[config.mk]
export PLATFORM = sky130hd
export DESIGN_NAME = fifo_unpack
export DESIGN_NICKNAME = d
export VERILOG_FILES = /design/src/rtl/fifo_unpack_pkg.sv /design/src/rtl/fifo_unpack.sv
export SDC_FILE = /design/constraint.sdc
export NUM_CORES = 1
export LEC_CHECK = 0
export BUFFER_PORTS_ARGS = -buffer_cell sky130_fd_sc_hd__buf_2
export CORE_UTILIZATION = 55
export CTS_CLUSTER_SIZE = 16
export DETAILED_ROUTE_END_ITERATION = 6
export GPL_TIMING_DRIVEN = 0
export PLACE_DENSITY_LB_ADDON = 0.3
export SKIP_CTS_REPAIR_TIMING = 1
export SLEW_MARGIN = 0
export SYNTH_ARGS = -nofsm -noshare
export SYNTH_HDL_FRONTEND = slang
export SYNTH_SLANG_ARGS = --single-unit
[constraint.sdc]
create_clock -name clk -period 3 [get_ports clk]
set_clock_uncertainty 0.15 [all_clocks]
set_input_delay 0.45 -clock clk [delete_from_list [all_inputs] [get_ports clk]]
set_output_delay 0.45 -clock clk [all_outputs]
set_load 0.1 [all_outputs]
[src/rtl/fifo_unpack_pkg.sv]
// fifo_unpack_pkg -- shared types and helpers for the FIFO word unpacker.
package fifo_unpack_pkg;

    typedef enum logic {
        IDLE  = 1'b0,
        SHIFT = 1'b1
    } state_t;

    // Number of output chunks carried by one FIFO word.
    function automatic int nchunk(input int data_w, input int out_w);
        return data_w / out_w;
    endfunction

    // Word must split evenly into at least two chunks; two chunks per word is
    // what keeps pops at least two cycles apart and hides the FIFO read lag.
    function automatic bit params_ok(input int data_w, input int out_w);
        return (out_w > 0) && ((data_w % out_w) == 0) && ((data_w / out_w) >= 2);
    endfunction

endpackage

[src/rtl/fifo_unpack.sv]
// fifo_unpack -- pops words from a registered-read synchronous FIFO and
// streams each one out LSB chunk first on a valid/ready interface.
// Optional macro FIFO_UNPACK_LAST_EN adds the out_last port (final chunk flag).
module fifo_unpack
    import fifo_unpack_pkg::*;
#(
    parameter int DATA_WIDTH = 72,
    parameter int OUT_WIDTH  = 8
) (
    input  logic                                              clk,
    input  logic                                              rst_n,
    input  logic                                              flush,
    input  logic [DATA_WIDTH-1:0]                             fifo_dout,
    input  logic                                              fifo_empty,
    output logic                                              fifo_rd_en,
    output logic [OUT_WIDTH-1:0]                              out_data,
    output logic                                              out_valid,
    input  logic                                              out_ready,
    output logic [$clog2(nchunk(DATA_WIDTH, OUT_WIDTH))-1:0]  chunk_idx,
`ifdef FIFO_UNPACK_LAST_EN
    output logic                                              out_last,
`endif
    output logic                                              busy
);

    localparam int NCHUNK = nchunk(DATA_WIDTH, OUT_WIDTH);
    localparam int CW     = $clog2(NCHUNK);

    if (!params_ok(DATA_WIDTH, OUT_WIDTH)) begin : g_param_check
        $error("fifo_unpack: DATA_WIDTH must be a multiple of OUT_WIDTH with at least 2 chunks");
    end

    state_t                  r_state;
    state_t                  w_state_nxt;
    logic [DATA_WIDTH-1:0]   r_sreg;
    logic [CW-1:0]           r_cnt;
    logic                    r_holdoff;
    logic                    w_pop_ok;
    logic                    w_last_chunk;
    logic                    w_accept;
    logic                    w_rd_en;
    logic                    w_load;
    logic                    w_shift;

    // holdoff masks the cycle where the FIFO's dout/empty still show pre-pop
    // (or pre-clear) values; rst_n gating keeps the pop strobe quiet in reset.
    assign w_pop_ok     = rst_n && !fifo_empty && !r_holdoff && !flush;
    assign w_last_chunk = (r_cnt == CW'(NCHUNK - 1));
    assign w_accept     = (r_state == SHIFT) && out_ready;

    // Next-state and pop/load/shift decisions; flush overrides everything.
    always_comb begin
        w_state_nxt = r_state;
        w_rd_en     = 1'b0;
        w_load      = 1'b0;
        w_shift     = 1'b0;
        case (r_state)
            IDLE: begin
                if (w_pop_ok) begin
                    w_rd_en     = 1'b1;
                    w_load      = 1'b1;
                    w_state_nxt = SHIFT;
                end
            end
            SHIFT: begin
                if (w_accept) begin
                    if (!w_last_chunk) begin
                        w_shift = 1'b1;
                    end else if (w_pop_ok) begin
                        // Reload on the final accept so the next word follows with no bubble.
                        w_rd_en = 1'b1;
                        w_load  = 1'b1;
                    end else begin
                        w_state_nxt = IDLE;
                    end
                end
            end
            default: w_state_nxt = IDLE;
        endcase
        if (flush) begin
            w_state_nxt = IDLE;
            w_rd_en     = 1'b0;
            w_load      = 1'b0;
            w_shift     = 1'b0;
        end
    end

    // State register and read-lag holdoff.
    always_ff @(posedge clk or negedge rst_n) begin
        if (!rst_n) begin
            r_state   <= IDLE;
            r_holdoff <= 1'b0;
        end else begin
            r_state   <= w_state_nxt;
            r_holdoff <= w_rd_en | flush;
        end
    end

    // Word shifter and chunk counter; both hold while the consumer stalls.
    always_ff @(posedge clk or negedge rst_n) begin
        if (!rst_n) begin
            r_sreg <= '0;
            r_cnt  <= '0;
        end else if (flush) begin
            r_cnt  <= '0;
        end else if (w_load) begin
            r_sreg <= fifo_dout;
            r_cnt  <= '0;
        end else if (w_shift) begin
            r_sreg <= r_sreg >> OUT_WIDTH;
            r_cnt  <= r_cnt + CW'(1);
        end
    end

    assign fifo_rd_en = w_rd_en;
    assign out_valid  = (r_state == SHIFT);
    assign busy       = (r_state == SHIFT);
    assign out_data   = r_sreg[OUT_WIDTH-1:0];
    assign chunk_idx  = r_cnt;

`ifdef FIFO_UNPACK_LAST_EN
    assign out_last   = (r_state == SHIFT) && w_last_chunk;
`endif

endmodule

======== Word level (Yosys, flattened, before mapping) ========
Index checks and enable logic that the tools add are counted.
cells by class
  add/sub/neg operators ................... 1
  equality and inequality tests ........... 1
  multiplexer cells ....................... 18
  bitwise logic cells ..................... 3
  reduce and logical (&&, ||, !) cells .... 10
operator list
  operator               count
  $mux W72               2
  $mux W4                3
  $mux W1                11
  $add A4 B1 Y4 const B  1
  $eq A4 B4 Y1 const B   1
  $logic_and A1 B1 Y1    4
  $pmux W1 S2            2
  $logic_not A1 Y1       3
  $reduce_bool A3 Y1     1
  $not A1 Y1             2
  $reduce_and A2 Y1      1
  $reduce_bool A2 Y1     1
  $or A1 B1 Y1           1
word-level totals
  bits in registers ....................... 78
  input bits .............................. 77
  output and inout bits ................... 15

======== Logic depth before layout (Yosys ltp) ========
Gate-level depths: netlist of the first run.
  depth in word-level cells ............... 11
  depth in mapped cells ................... 7
  mapped depth without buffers ............ 6

======== Least setup slack after synthesis of the first run ========
No wires, ideal clock.
  path type ............................... flip-flop to output port
  from .................................... register r_cnt[0] (netlist: chunk_idx[0])
  to ...................................... output fifo_rd_en
  arrival ................................. 2.248 ns
  setup slack ............................. 0.152 ns
  cell stages (with the launch flop) ...... 7
  cell sequence ........................... dfrtp_1 -> inv_1 -> ha_1 -> nand4b_1 -> a21o_1 -> buf_6 -> inv_1
between the ends
  word-level cells in the longest chain between the ends .. 5
ends and longest elaborated chain
  element                   RTL line            source
  start: declaration        fifo_unpack.sv:36   logic [CW-1:0] r_cnt;
  start signal: assignment  fifo_unpack.sv:111  r_cnt <= r_cnt + CW'(1);
  $eq A4 B4 Y1              fifo_unpack.sv:48   assign w_last_chunk = (r_cnt == CW'(NCHUNK - 1));
  $mux W1                   fifo_unpack.sv:67   if (!w_last_chunk) begin
  $mux W1                   fifo_unpack.sv:66   if (w_accept) begin
  $pmux W1 S2               fifo_unpack.sv:57   case (r_state)
  $mux W1                   fifo_unpack.sv:80   if (flush) begin
  end: declaration          fifo_unpack.sv:15   output logic fifo_rd_en,
No other way between the ends.

======== Final worst setup path of the first run ========
Same ends and word-level chain as after synthesis.

==> flow_summary.ini, run 1 <==
[worst_setup_path]
startpoint_type = register
crit_fanout = 10
cpMostUsedCell = inv_1
path_cells = inv_1, ha_1, nand4b_1, a21o_1, buf_6, inv_1, buf_2
max_stage_delay_ns = 0.44
critical_path_arrival_ns = 2.18
critPathSlowestCell = dfrtp_1
cp-end-kind = primary output
required_ns = 2.40
critPathKind = reg2out

[drt]
wire_per_inst_um = 18.6
via_per_inst = 6.32
first_iter_violations = 374
vias = 4202
drc = 0
wl_um = 12400
drtAntennaViolNets = 0
dr.pass1.iters = 5

[grt]
grt_overflow_total = 0
antenna_found_initial = 0
grt_pass1_wl_um = 19100
grt_pass1_vias = 3868
grt_max_degree = 53
grt.total_usage_pct = 32.3

[placement]
port_buffers = 90
dp_cells = 647
hpwlAfterDp_um = 8720
place.gp.congestion = 0.954
dp_slack_ns = 0.233

[clock_tree]
ctsHtreeMaxLevel = 3
clk_pin_slew_ns = 0.08
cts_buffers = 9
clk_latency_ns = 0.36
cts_tree = done
cts_buffer_depth = 2
clock_sinks = 78
cts_root_buffer = clkbuf_8

[power_and_ir_drop]
powerDensity_nw_per_um2 = 663
irDropWorstVdd_v = 0.000305
leakagePower_nw = 2.23

[run_status]
status = complete, no violations

[logic_synthesis]
ys_seq_area_share_pct = 46.3
synth_cell_types = 31
synthFlopType = dfrtp_1
async_flop_share_pct = 100
syn_area_um2 = 4220
syn_area_per_cell_um2 = 9.23
synth_cells = 457
synthesis.nets = 536
ys_seq_elements = 78
synth_edf_count = 0
yosysWarnings = 0

[timing]
layout_setup_ws_ns = 0.215
fin_crit_sh_pct = 92.8
setup_viol = 0
finalMaxSlewViolations = 0
fmax_mhz = 359
period_needed_ns = 2.78
rsz0062_at_grt = false
tightest_slew_ns = 0.587
final_hold_viol_count = 0
fin_tns_setup_ns = 0
whs_ns = 0.122
maxSlewHeadroom_pct = 60.9

[floorplanning]
fp-row-count = 31
fp.dieH_um = 89.6
die-area_um2 = 8030
start_util_pct = 57.6
die_width_um = 89.6
io_pins = 92
coreArea_um2 = 7330

[final_layout]
multiInputGateArea_um2 = 1840
regArea_um2 = 1950
final_util_pct = 69.9
nFillCells = 579
syn_to_final_growth_pct = 21.4
instances_no_fill = 665
final_layout_size_suffix_gt1_share_pct = 22.6
insertedDiodeCount = 0
finalNetCount = 640

[hold_path]
worstHoldPathType = in2reg

[job]
cap_violations = 0
metal layers:
layer,vias up,global-route usage [%],routed length (um)
li1,1939,-,-
met5,-,0,0
met1,2009,43.1,5200
met3,38,6.67,949
met2,216,50.6,5820
met4,0,15.9,422
power by group:
group | internal [mW] | switching (mW) | total [mW]
Sequential | 1.33 | 0.181 | 1.52
Clock | 0.641 | 0.423 | 1.06
Combinational | 0.310 | 0.507 | 0.816
synthesized netlist by cell type, drive strengths merged, types with 2 or more instances:
library cell | number | area share, %
dfrtp | 78 | 46
a211oi | 66 | 12
o21ai | 57 | 6.8
nand3 | 52 | 6.2
a31oi | 48 | 7.1
clkbuf | 48 | 4.3
inv | 27 | 2.4
buf | 19 | 3.4
a311o | 16 | 3.8
and3 | 16 | 2.4
mux2i | 8 | 1.9
a21oi | 2 | 0.24
and3b | 2 | 0.42
ha | 2 | 0.59
nand2 | 2 | 0.18
nand3b | 2 | 0.36
metrics by stage:
| step | cell area, um2 | total power, mW |
|---|---|---|
| floorplan | 4220 | 2.08 |
| global placement | 4790 | 2.29 |
| global route | 5120 | 3.53 |
| finish | 5120 | 3.40 |
| detailed placement | 4820 | 2.32 |
| CTS | 5090 | 3.37 |
area by class of cell:
type | count | area share, %
flip-flops and latches | 78 | 38.1
inverters | 27 | 1.98
multi-input cells | 285 | 36.0
clock buffers | 9 | 2.42
well taps | 99 | 2.42
repair buffers | 93 | 9.96
plain buffers | 67 | 6.28
clock inverters | 7 | 2.86
registers in the layout, indices dropped and copies added, names as in the netlist:
signal and count:
r_sreg 72, chunk_idx 4, busy 1, r_holdoff 1
cell usage in the layout (no fill, tap or decap), drive strengths merged:
master | netlist | layout
buf | 19 | 111
dfrtp | 78 | 78
a211oi | 66 | 66
o21ai | 57 | 57
clkbuf | 48 | 57
nand3 | 52 | 52
a31oi | 48 | 48
inv | 27 | 27
and3 | 16 | 16
a311o | 16 | 16
mux2i | 8 | 8
bufinv | 0 | 4
clkinv | 0 | 3
a21oi | 2 | 2
nand2 | 2 | 2
nand3b | 2 | 2
and3b | 2 | 2
ha | 2 | 2
nand4b | 1 | 1
or4b | 1 | 1
a21o | 1 | 1
or3b | 1 | 1
or2 | 1 | 1
nor2b | 1 | 1
a32oi | 1 | 1
nor3 | 1 | 1
nor2 | 1 | 1
o41ai | 1 | 1
o31ai | 1 | 1
or3 | 1 | 1
dlygate4sd3 | 0 | 1
worst max-delay path, delay by kind of cell (launching register included):
kind | cells | cell delay (ns)
flops | 1 | 0.44
buf+inv | 4 | 0.78
compound gates | 1 | 0.24
simple gates | 1 | 0.18
fa+ha+maj | 1 | 0.20
logic make-up (layout without fill, tap and decap cells):
family / count (synthesis) / after routing / share of synthesized area, %
compound gates: 193 / 193 / 30.4
buf+inv: 94 / 203 / 10.0
simple gates: 82 / 82 / 10.8
flops: 78 / 78 / 46.3
mux: 8 / 8 / 1.90
fa+ha+maj: 2 / 2 / 0.593
path summary, 6_finish.rpt:
path | start | end | slack, ns | cells after the start
setup / recovery | chunk_idx[0] | fifo_rd_en | 0.22 | 7
hold / removal | flush | busy | 0.12 | 2
setup reg to reg | chunk_idx[0] | chunk_idx[1] | 0.46 | 7
hold reg to reg | r_sreg[40] | r_sreg[40] | 0.38 | 1
max in group asynchronous | rst_n | r_sreg[4] | 1.82 | 3
min in group asynchronous | rst_n | chunk_idx[3] | 0.61 | 3
(Power assumes the default switching activity.)
==> run 2, diff against run 1 <==
--- a/config.mk
+++ b/config.mk
@@ -6,7 +6,7 @@
 export NUM_CORES = 1
 export LEC_CHECK = 0
 export BUFFER_PORTS_ARGS = -buffer_cell sky130_fd_sc_hd__buf_2
-export CORE_UTILIZATION = 55
+export CORE_UTILIZATION = 49
 export CTS_CLUSTER_SIZE = 16
 export DETAILED_ROUTE_END_ITERATION = 6
 export GPL_TIMING_DRIVEN = 0
==> constraint.sdc (replaced) <==
create_clock -name clk -period 2.4 [get_ports clk]
set_clock_uncertainty 0.15 [all_clocks]
set_input_delay 0.36 -clock clk [delete_from_list [all_inputs] [get_ports clk]]
set_output_delay 0.36 -clock clk [all_outputs]
set_load 0.1 [all_outputs]
==> run 2 against run 1 <==
  * The flow now finishes with violations (setup timing)
  * Die area is 12% higher
  * Hold slack worse by 0.078 ns
  * Total power is 17% higher
  * Utilization is 7.5 points lower
  * Register-to-register slack worse by 0.39 ns
  * Non-clock buffer count is 4 higher
  * Flip-flop and latch count stayed put
  * Global-route usage is 4.0 points lower
  * Worst setup slack worse by 0.23 ns
  * Clock power hardly changed
==> flow_summary.ini, run 2 (synthesis results as in run 1) <==
[run_status]
status = finished, violations left
violations = setup timing

[worst_setup_path]
startpoint_type = register
regToRegSetupSlack_ns = 0.07
required_ns = 1.89
critical_path_arrival_ns = 1.90
startpoint = chunk_idx[0]
reg2reg_to = r_sreg[12]
cp-end-kind = primary output
crit_fanout = 10
r2r_cells = 7
critPathKind = reg2out
reg2reg_from = chunk_idx[0]

[clock_tree]
cts_buffers = 9
clock_sinks = 78
clk_pin_slew_ns = 0.08
clk_latency_ns = 0.35
cts_tree = done
ctsHtreeMaxLevel = 3
cts_root_buffer = clkbuf_8
cts_buffer_depth = 2

[power_and_ir_drop]
irDropWorstVdd_v = 0.000352
leakagePower_nw = 2.23
powerDensity_nw_per_um2 = 774

[final_layout]
multiInputGateArea_um2 = 1860
instances_no_fill = 674
final_layout_size_suffix_gt1_share_pct = 25.3
finalNetCount = 644
syn_to_final_growth_pct = 22.1
final_util_pct = 62.4
largest_reg_flops = 72
nFillCells = 741
fin_area_um2 = 5150
layout_common_cells = buf_2 (93), dfrtp_1 (73), a211oi_1 (66)
layout_commonest_cell = buf_2
insertedDiodeCount = 0
regArea_um2 = 1960
regMostFlops = r_sreg

[timing]
layout_setup_ws_ns = -0.0120
rsz0062_at_grt = true
finalMaxSlewViolations = 0
tightest_slew_ns = 0.872
setup_viol = 1
maxSlewHeadroom_pct = 41.7
period_needed_ns = 2.41
fmax_mhz = 415
final_hold_viol_count = 0
fin_crit_sh_pct = 101

[floorplanning]
coreArea_um2 = 8260
fp.dieH_um = 94.8
die-area_um2 = 8990
fp-row-count = 33
start_util_pct = 51.1
io_pins = 92
die_width_um = 94.8

[placement]
port_buffers = 90
hpwlAfterDp_um = 8820
dp_cells = 653
place.gp.congestion = 0.934
placed_area_um2 = 4850

[grt]
grt.total_usage_pct = 28.3
grt_pass1_wl_um = 19000
grt_overflow_total = 0
grt_max_degree = 59
antenna_found_initial = 0
grt_pass1_vias = 3773

[drt]
via_per_inst = 6.15
drtAntennaViolNets = 0
dr.pass1.iters = 5
drc = 0
wl_um = 12500
wire_per_inst_um = 18.5
vias = 4145
first_iter_violations = 407

[hold_path]
hold_start = flush
hold_end = busy
min_path_cells = 2
worstHoldPathType = in2reg

[job]
cap_violations = 0
==> run 2: cell types whose count changed in the layout (fill, tap and decap cells not counted), moves of 3 or more <==
cell / before / now
inv_1: 27 / 24
clkbuf_1: 48 / 44
dfrtp_2: 0 / 3
buf_4: 10 / 14
dfrtp_1: 78 / 73
clkbuf_2: 0 / 4
==> run 2: worst max-delay path by stage <==
stage / cells past startpoint / slack, ns / end
3_5_place_dp: 7 / -0.12 / chunk_idx[1]
2_1_floorplan: 7 / 0.05 / chunk_idx[1]
4_1_cts: 7 / -0.32 / fifo_rd_en
3_3_place_gp: 6 / -1.18 / fifo_rd_en
6_report: 7 / -0.01 / fifo_rd_en
5_1_grt: 7 / -0.06 / fifo_rd_en
==> run 2: cell type report <==
| cell class | instances | share of cell area, % |
|---|---|---|
| buffer | 67 | 6.34 |
| timing repair buffer | 97 | 10.6 |
| inverter | 27 | 2.09 |
| clock buffer | 9 | 2.41 |
| tap | 105 | 2.55 |
| clock inverter | 6 | 1.70 |
| multi-input combinational | 285 | 36.2 |
| sequential | 78 | 38.1 |
==> run 2: metal layers <==
layer | vias up | global-route usage (%) | part of all wire (%)
met5 | - | 0 | 0
met4 | 0 | 12.5 | 3.4
met3 | 38 | 3.70 | 6.8
met2 | 212 | 43.8 | 45
met1 | 1952 | 39.9 | 45
li1 | 1943 | - | -
==> run 2: stage by stage <==
stage          TNS [ns]  power [mW]  hold slack, ns  worst slack, ns
3_5_place_dp     -0.264        2.91           0.122           -0.115
5_1_grt          -0.140        4.17          0.0557          -0.0588
6_report        -0.0120        3.99          0.0443          -0.0120
3_3_place_gp     -69.77        2.87           0.354            -1.18
2_1_floorplan         0        2.60         -0.0856           0.0454
4_1_cts          -0.938        3.97          -0.258           -0.321
==> run 2: report_power, final <==
part	switching, mW	internal, mW
combinational	0.635	0.388
sequential	0.222	1.67
clock	0.494	0.580
total	1.35	2.64
==> run 2: critical path, cell delays in order (launching register included) <==
cell and delay (ns):
dfrtp_4 0.50, inv_2 0.09, ha_4 0.14, nand4b_1 0.18
a21o_1 0.21, buf_6 0.15, clkinvlp_4 0.10, buf_12 0.17
